==> src/rtl/store_narrower.sv <==
// Store-path narrower: turns a 32-bit register store into byte, halfword or two-beat word
// transfers on a 16-bit data bus, rejecting misaligned or reserved-size requests.
module store_narrower #(
    parameter int unsigned ADDR_WIDTH = 32
) (
    input  logic                  clk,
    input  logic                  nReset,
    input  logic                  reqValid,
    output logic                  reqReady,
    input  logic [ADDR_WIDTH-1:0] reqAddr,
    input  logic [31:0]           reqData,
    input  logic [1:0]            reqSize,
    output logic                  busValid,
    input  logic                  busReady,
    output logic [ADDR_WIDTH-1:0] busAddr,
    output logic [15:0]           busData,
    output logic [1:0]            busByteEn,
    output logic                  done,
    output logic                  err
);

    typedef enum logic [1:0] {StIdle, StBeat0, StBeat1, StResp} state_e;

    state_e                  state_q, state_d;
    logic                    accept;
    logic                    illegal;
    logic                    illegal_q;
    logic                    word_q;
    logic [15:0]             hi_q;
    logic [ADDR_WIDTH-1:0]   bus_addr_q;
    logic [15:0]             bus_data_q;
    logic [1:0]              bus_be_q;

    assign accept = reqValid & reqReady;

    always_comb begin
        illegal = 1'b0;
        unique case (reqSize)
            2'b00: illegal = 1'b0;
            2'b01: illegal = reqAddr[0];
            2'b10: illegal = |reqAddr[1:0];
            2'b11: illegal = 1'b1;
        endcase
    end

    always_ff @(posedge clk or negedge nReset) begin
        if (!nReset) begin
            state_q <= StIdle;
        end else begin
            state_q <= state_d;
        end
    end

    always_comb begin
        state_d = state_q;
        unique case (state_q)
            StIdle:  if (reqValid) state_d = illegal ? StResp : StBeat0;
            StBeat0: if (busReady) state_d = word_q ? StBeat1 : StResp;
            StBeat1: if (busReady) state_d = StResp;
            StResp:  state_d = StIdle;
        endcase
    end

    always_comb begin
        reqReady  = (state_q == StIdle);
        busValid  = (state_q == StBeat0) || (state_q == StBeat1);
        done      = (state_q == StResp) && !illegal_q;
        err       = (state_q == StResp) && illegal_q;
        busAddr   = bus_addr_q;
        busData   = bus_data_q;
        busByteEn = bus_be_q;
    end

    // Payload is loaded at accept and only advanced on the first word beat's handshake,
    // so it holds steady through any bus stall.
    always_ff @(posedge clk or negedge nReset) begin
        if (!nReset) begin
            illegal_q  <= 1'b0;
            word_q     <= 1'b0;
            hi_q       <= '0;
            bus_addr_q <= '0;
            bus_data_q <= '0;
            bus_be_q   <= '0;
        end else if (accept) begin
            illegal_q <= illegal;
            word_q    <= (reqSize == 2'b10);
            hi_q      <= reqData[31:16];
            if (!illegal) begin
                if (reqSize == 2'b00) begin
                    bus_addr_q <= {reqAddr[ADDR_WIDTH-1:1], 1'b0};
                    bus_data_q <= {2{reqData[7:0]}};
                    bus_be_q   <= reqAddr[0] ? 2'b10 : 2'b01;
                end else begin
                    bus_addr_q <= reqAddr;
                    bus_data_q <= reqData[15:0];
                    bus_be_q   <= 2'b11;
                end
            end
        end else if ((state_q == StBeat0) && busReady && word_q) begin
            bus_addr_q <= bus_addr_q + ADDR_WIDTH'(2);
            bus_data_q <= hi_q;
        end
    end

endmodule
==> config.mk <==
export PLATFORM = sky130hd
export DESIGN_NAME = store_narrower
export DESIGN_NICKNAME = d
export VERILOG_FILES = /design/src/rtl/store_narrower.sv
export SDC_FILE = /design/constraint.sdc
export NUM_CORES = 1
export LEC_CHECK = 0
export CAP_MARGIN = 20
export CORE_MARGIN = 10
export CORE_UTILIZATION = 25
export DETAILED_ROUTE_END_ITERATION = 7
export SETUP_SLACK_MARGIN = 0.1
export SLEW_MARGIN = 25
export SYNTH_ARGS = -nofsm -noshare
export SYNTH_HDL_FRONTEND = slang
export SYNTH_SLANG_ARGS = --single-unit
==> constraint.sdc <==
create_clock -name clk -period 4.5 [get_ports clk]
set_clock_uncertainty 0.1 [all_clocks]
set_input_delay 1.125 -clock clk [delete_from_list [all_inputs] [get_ports clk]]
set_output_delay 1.125 -clock clk [all_outputs]
set_load 0.01 [all_outputs]
==> reports/metrics.cfg, run 1 <==
[min_path]
hp-class=reg -> reg

[clocking]
clock_latency_ns=0.34
clk_path_buf_depth=2
cts_setup_buffers=0
cts_max_level=3
path_clk_slew_ns=0.06
cts_resized=0
cts_made_buffers=9
clock_sinks=70
cts_root_buf=clkbuf_16
cts_hold_buffers=0
cts_tree=done

[routing]
met3WireLength_mm=1.12
wl_per_cell_um=17.7
vias=3741
drtAntennaViolNets=0
post-route-drc-count=0
drtIter0Drc=297
wl_met1_mm=5.48
via_per_inst=5.06
wl_mm=13.1
top_layer=met4
wl_met2_mm=6.25
drt_pass1_iterations=6

[run]
cap_violations=0

[final_layout]
nets=626
nFillCells=1479
fin_util=0.377
diodes=0
drive_above_1_share=0.0811
final_cell_area_um2=5500
syn2layout_area_growth_pct=47.1

[timing]
fin_setup_tns_ns=0
hold_slack_ns=0.356
slew_violations=0
fin_crit_sh=0.739
timing_hold_violations_final=0
setup-violations-final=0
relSlewSlack=0.384
tightest_slew_ns=0.925
finalCriticalPeriod_ns=3.33
rsz0062_at_grt=no
fmax_ghz=0.301

[global_routing]
grt_max_degree=71
grt_pass1_vias=3984
grt_pass1_wl_mm=20.5
overflow=0
antenna_found_initial=0
groute.usage.overall=0.128

[floorplanning]
io_pins=124
core.rowCount=44
start_util=0.256
die_x_um=142
die_y_um=142
core-area_um2=14600
die-area_um2=20200

[pwr]
finalPower_mw=3.29
power.leakage_nw=2.26
power_density_nw_per_um2=598
ir_worst_vdd_mv=0.254

[worst_setup_path]
worstPathCellList=clkdlybuf4s50_1, or3_1, a21o_1, nand2_1, buf_4, o2bb2a_1
ff2ff_setup_slack_ns=1.83
crit_type=in -> reg
crit_path_top_delay_cell=clkdlybuf4s50_1
critPathCaptureType=flop
cp_max_fo=18
cp_slowest_stage_delay_ns=0.48
cp.arrival_ns=3.45
critPathLaunchType=input pin
required_ns=4.62
path_buf_inv=2
cp_top_family=simple AND/OR/NAND/NOR gates

[yosys]
synth-edff-count=0
synth_cell_types=45
post-synth-top-count-cell=nand2_1
async_flop_share=1.00
synth_warnings=0
seq_area_frac_synth=0.469
synth.avg_cell_area_um2=8.69
synthCells=430
synth_top_area_cell=dfrtp_1
yosys.area.top_type_share=0.469
synth_commonest_cells=98 x nand2_1, 70 x dfrtp_1, 37 x nor2_1
synth_nets=506
synthTopCellsByArea=dfrtp_1 47%, nand2_1 9.8%, a21oi_1 4.4%, nor2_1 3.7%, o21ai_0 3.6%
synthFlopType=dfrtp_1
synthesis.area_um2=3740
ys_ff_latch=70

[placement]
dpl_cell_area_um2=5190
portBuffers=123
place.gp.congestion=0.877
place_hpwl_mm=9.68

[outcome]
outcome=complete, no violations

[worst register-to-register path, stage by stage, from the launching register on]
cell	delay (ns)
dfrtp_1	0.42
inv_1	0.11
ha_1	0.27
nand2_2	0.18
buf_4	0.34
a21oi_2	0.08
nor2_1	0.46
buf_12	0.23
a21oi_1	0.06
o2bb2a_1	0.30
[final timing paths]
kind                                   startpoint                      to  cells past startpoint
min                          hi_q[11]$_DFFE_PN0P_    hi_q[11]$_DFFE_PN0P_                      2
max reg2reg                state_q[0]$_DFFE_PN0P_  busAddr[8]$_DFFE_PN0P_                      9
min in group asynchronous                  nReset  busAddr[0]$_DFFE_PN0P_                      1
min reg2reg                  hi_q[11]$_DFFE_PN0P_    hi_q[11]$_DFFE_PN0P_                      2
max in group asynchronous                  nReset  busAddr[5]$_DFFE_PN0P_                      1
max                                    reqSize[0]  busAddr[8]$_DFFE_PN0P_                      6
[state kept, by name, indices dropped and copies added, names as in the netlist]
register	cells
state_q	2
illegal_q	1
busByteEn	2
word_q	1
busData	16
hi_q	16
busAddr	32
[power by group]
group / total [mW] / internal (mW) / leakage (nW) / switching [mW]
logic: 1.39 / 0.715 / 1.25 / 0.680
registers: 1.18 / 0.908 / 0.866 / 0.274
clock network: 0.712 / 0.429 / 0.138 / 0.283
total: 3.29 / 2.05 / 2.26 / 1.24
[metal layers]
metal  up-vias  track usage
li1       1791            -
met1      1806        0.146
met2       128        0.204
met3        16       0.0581
met4         0       0.0479
met5         -            0
[through the flow]
| stage | cells | setup slack [ns] |
|---|---|---|
| 6_report | 739 | 1.17 |
| 5_1_grt | 739 | 1.07 |
| 4_1_cts | 739 | 1.17 |
| 3_5_place_dp | 723 | 0.802 |
| 3_3_place_gp | 723 | 0.875 |
| 2_1_floorplan | 430 | 1.89 |
[cell type report]
| cell class | count | area (um2) | share of cell area |
|---|---|---|---|
| clock inverter | 7 | 75.1 | 0.0137 |
| clock buffer | 9 | 225 | 0.0410 |
| multi-input combinational | 331 | 1880 | 0.342 |
| inverter | 5 | 18.8 | 0.00341 |
| sequential | 70 | 1750 | 0.319 |
| timing repair buffer | 133 | 1320 | 0.239 |
| tap | 184 | 230 | 0.0419 |
[kinds of logic (layout without fill, tap and decap cells)]
| family | Yosys count | in the layout | share of synthesized area |
|---|---|---|---|
| compound gates | 115 | 115 | 0.192 |
| fa+ha+maj | 6 | 6 | 0.0201 |
| buf+inv | 29 | 154 | 0.0311 |
| flops | 70 | 70 | 0.469 |
| mux | 15 | 15 | 0.0425 |
| simple gates | 195 | 195 | 0.246 |
[placed cells by master (no fill, tap or decap), types with 3 or more instances in the layout]
| master | synthesis | layout |
|---|---|---|
| a211oi_1 | 3 | 3 |
| a21oi_1 | 33 | 33 |
| a2bb2oi_1 | 6 | 6 |
| a31oi_1 | 13 | 13 |
| and2_1 | 5 | 4 |
| and3_1 | 7 | 7 |
| buf_4 | 0 | 10 |
| clkbuf_16 | 0 | 9 |
| clkdlybuf4s50_1 | 0 | 122 |
| clkinvlp_4 | 0 | 3 |
| dfrtp_1 | 70 | 70 |
| ha_1 | 6 | 6 |
| inv_1 | 5 | 5 |
| mux2_2 | 7 | 7 |
| mux2i_1 | 8 | 8 |
| nand2_1 | 98 | 97 |
| nand3_1 | 12 | 12 |
| nand4_1 | 13 | 13 |
| nor2_1 | 37 | 37 |
| nor3_1 | 3 | 3 |
| nor4_1 | 4 | 3 |
| o21ai_0 | 27 | 27 |
| o22a_1 | 4 | 4 |
| o22ai_1 | 11 | 11 |
| or3_1 | 3 | 3 |
No activity file was read; power rests on OpenSTA's default activity.
==> run 2: changes to the inputs <==
==> constraint.sdc (replaced) <==
create_clock -name clk -period 3.2 [get_ports clk]
set_clock_uncertainty 0.1 [all_clocks]
set_input_delay 0.8 -clock clk [delete_from_list [all_inputs] [get_ports clk]]
set_output_delay 0.8 -clock clk [all_outputs]
set_load 0.01 [all_outputs]
==> run 2 against run 1 <==
  * Flip-flop and latch count unchanged
  * Die area unchanged
  * Largest cell class unchanged
  * Critical endpoint is now reqReady
  * First-iteration DRC count decreased by 3.4%
==> reports/metrics.cfg, run 2 (synthesis results as in run 1) <==
[outcome]
outcome=complete, no violations

[clocking]
cts_hold_buffers=0  ; unchanged
cts_resized=0  ; unchanged
path_clk_slew_ns=0.06  ; about the same
cts_made_buffers=9  ; unchanged
cts_setup_buffers=0  ; unchanged
cts_max_level=3  ; unchanged
clock_sinks=70  ; unchanged
cts_tree=done
clk_path_buf_depth=2  ; unchanged
cts_root_buf=clkbuf_16
clock_latency_ns=0.34  ; about the same

[timing]
finalCriticalPeriod_ns=2.63
fin_crit_sh=0.823
slew_violations=0  ; unchanged
timing.final.ws_setup_ns=0.565  ; -0.608 ns
timing_hold_violations_final=0  ; unchanged
relSlewSlack=0.394  ; +0.0102
fmax_ghz=0.380
tightest_slew_ns=0.909  ; -0.0153 ns
setup-violations-final=0  ; unchanged
hold_slack_ns=0.354  ; -0.00237 ns
fin_setup_tns_ns=0  ; unchanged
rsz0062_at_grt=no

[pwr]
power.leakage_nw=2.31  ; +2.5%
finalPower_mw=4.80  ; +46%
ir_worst_vdd_mv=0.330  ; +30%
power_density_nw_per_um2=861  ; +44%

[worst_setup_path]
path_buf_inv=2  ; unchanged
required_ns=2.30  ; -2.32 ns
crit_path_top_delay_cell=clkdlybuf4s50_1
cp_top_family=buffers and inverters
cp_slowest_stage_delay_ns=0.57  ; +0.09 ns
cp_max_fo=5  ; -13
critPathLaunchType=flop
cp.arrival_ns=1.73  ; -1.72 ns
worstPathCellList=inv_1, ha_1, clkdlybuf4s50_1
crit_type=reg -> out
critPathCaptureType=output pin

[global_routing]
groute.usage.overall=0.130  ; +0.00206
grt_pass1_wl_mm=21.0  ; +2.1%
grt_max_degree=71  ; unchanged
antenna_found_initial=0  ; unchanged
grt_pass1_vias=3941  ; -1.1%
overflow=0  ; unchanged

[placement]
place.gp.congestion=0.849  ; -3.1%
dp.cells=728  ; +0.69%
place_hpwl_mm=9.71  ; +0.31%
place_ws_ns=0.350  ; -0.452 ns
portBuffers=123  ; unchanged
dpl_cell_area_um2=5230  ; +0.72%

[routing]
via_per_inst=4.99  ; -1.3%
wl_per_cell_um=17.6  ; -0.69%
vias=3716  ; -0.67%
post-route-drc-count=0  ; unchanged
drtIter0Drc=287  ; -3.4%
drtAntennaViolNets=0  ; unchanged
wl_mm=13.1  ; about the same
drt_pass1_iterations=5  ; -1

[final_layout]
fin_cells=744  ; +0.68%
final_cell_area_um2=5580  ; +1.4%
syn2layout_area_growth_pct=49.2
diodes=0  ; unchanged
nets=631  ; +0.80%
drive_above_1_share=0.0875  ; +0.00642
largest_reg_flops=32  ; unchanged
fin_util=0.382  ; +0.00540
final_common_cell=clkdlybuf4s50_1
final_cell_mix=122 x clkdlybuf4s50_1, 97 x nand2_1, 70 x dfrtp_1

[floorplanning]
io_pins=124  ; unchanged
die_x_um=142  ; unchanged
die-area_um2=20200  ; unchanged
core.rowCount=44  ; unchanged
die_y_um=142  ; unchanged
core-area_um2=14600  ; unchanged
start_util=0.256  ; unchanged

[min_path]
hp-class=reg -> reg

[run]
cap_violations=0  ; unchanged

-- run 2: cell types whose count changed in the layout (fill, tap and decap cells not counted) --
cell and delta:
clkinvlp_4 -3, buf_4 +5, nor4_2 -1, clkinv_4 -1, nor4_1 +1, clkbuf_8 +1
clkinv_2 +1, bufinv_16 +2
-- run 2: cell type report --
cell class	count	area, um2
clock buffer	10	239
inverter	5	18.8
sequential	70	1750
multi-input combinational	331	1870
tap	184	230
fill	1437	9010
timing repair buffer	138	1350
clock inverter	6	109
-- run 2: final timing paths --
| check | slack (ns) | cells after the start | to | from |
|---|---|---|---|---|
| max | 0.57 | 3 | reqReady | state_q[0]$_DFFE_PN0P_ |
| min | 0.35 | 2 | hi_q[13]$_DFFE_PN0P_ | hi_q[13]$_DFFE_PN0P_ |
| max reg2reg | 1.04 | 7 | busAddr[8]$_DFFE_PN0P_ | state_q[0]$_DFFE_PN0P_ |
| min reg2reg | 0.35 | 2 | hi_q[13]$_DFFE_PN0P_ | hi_q[13]$_DFFE_PN0P_ |
| max in group asynchronous | 1.92 | 1 | busData[8]$_DFFE_PN0P_ | nReset |
| min in group asynchronous | 0.50 | 1 | busAddr[0]$_DFFE_PN0P_ | nReset |
-- run 2: metal layers --
layer  global-route usage  routed length, um
met2                0.206               6300
met4               0.0441                223
met5                    0                  0
met3               0.0534               1150
met1                0.154               5410
-- run 2: worst register-to-register path: stages (launching register included) --
cell and delay, ns:
dfrtp_1 0.42, inv_1 0.11, ha_1 0.27, nand2_2 0.20
buf_4 0.42, nand2_1 0.17, o22ai_1 0.12, o2bb2a_1 0.22
-- run 2: report_power, final --
group | leakage, nW | switching [mW] | total, mW | internal [mW]
Clock | 0.172 | 0.400 | 1.18 | 0.781
Sequential | 0.866 | 0.387 | 1.66 | 1.28
Combinational | 1.27 | 0.946 | 1.96 | 1.01
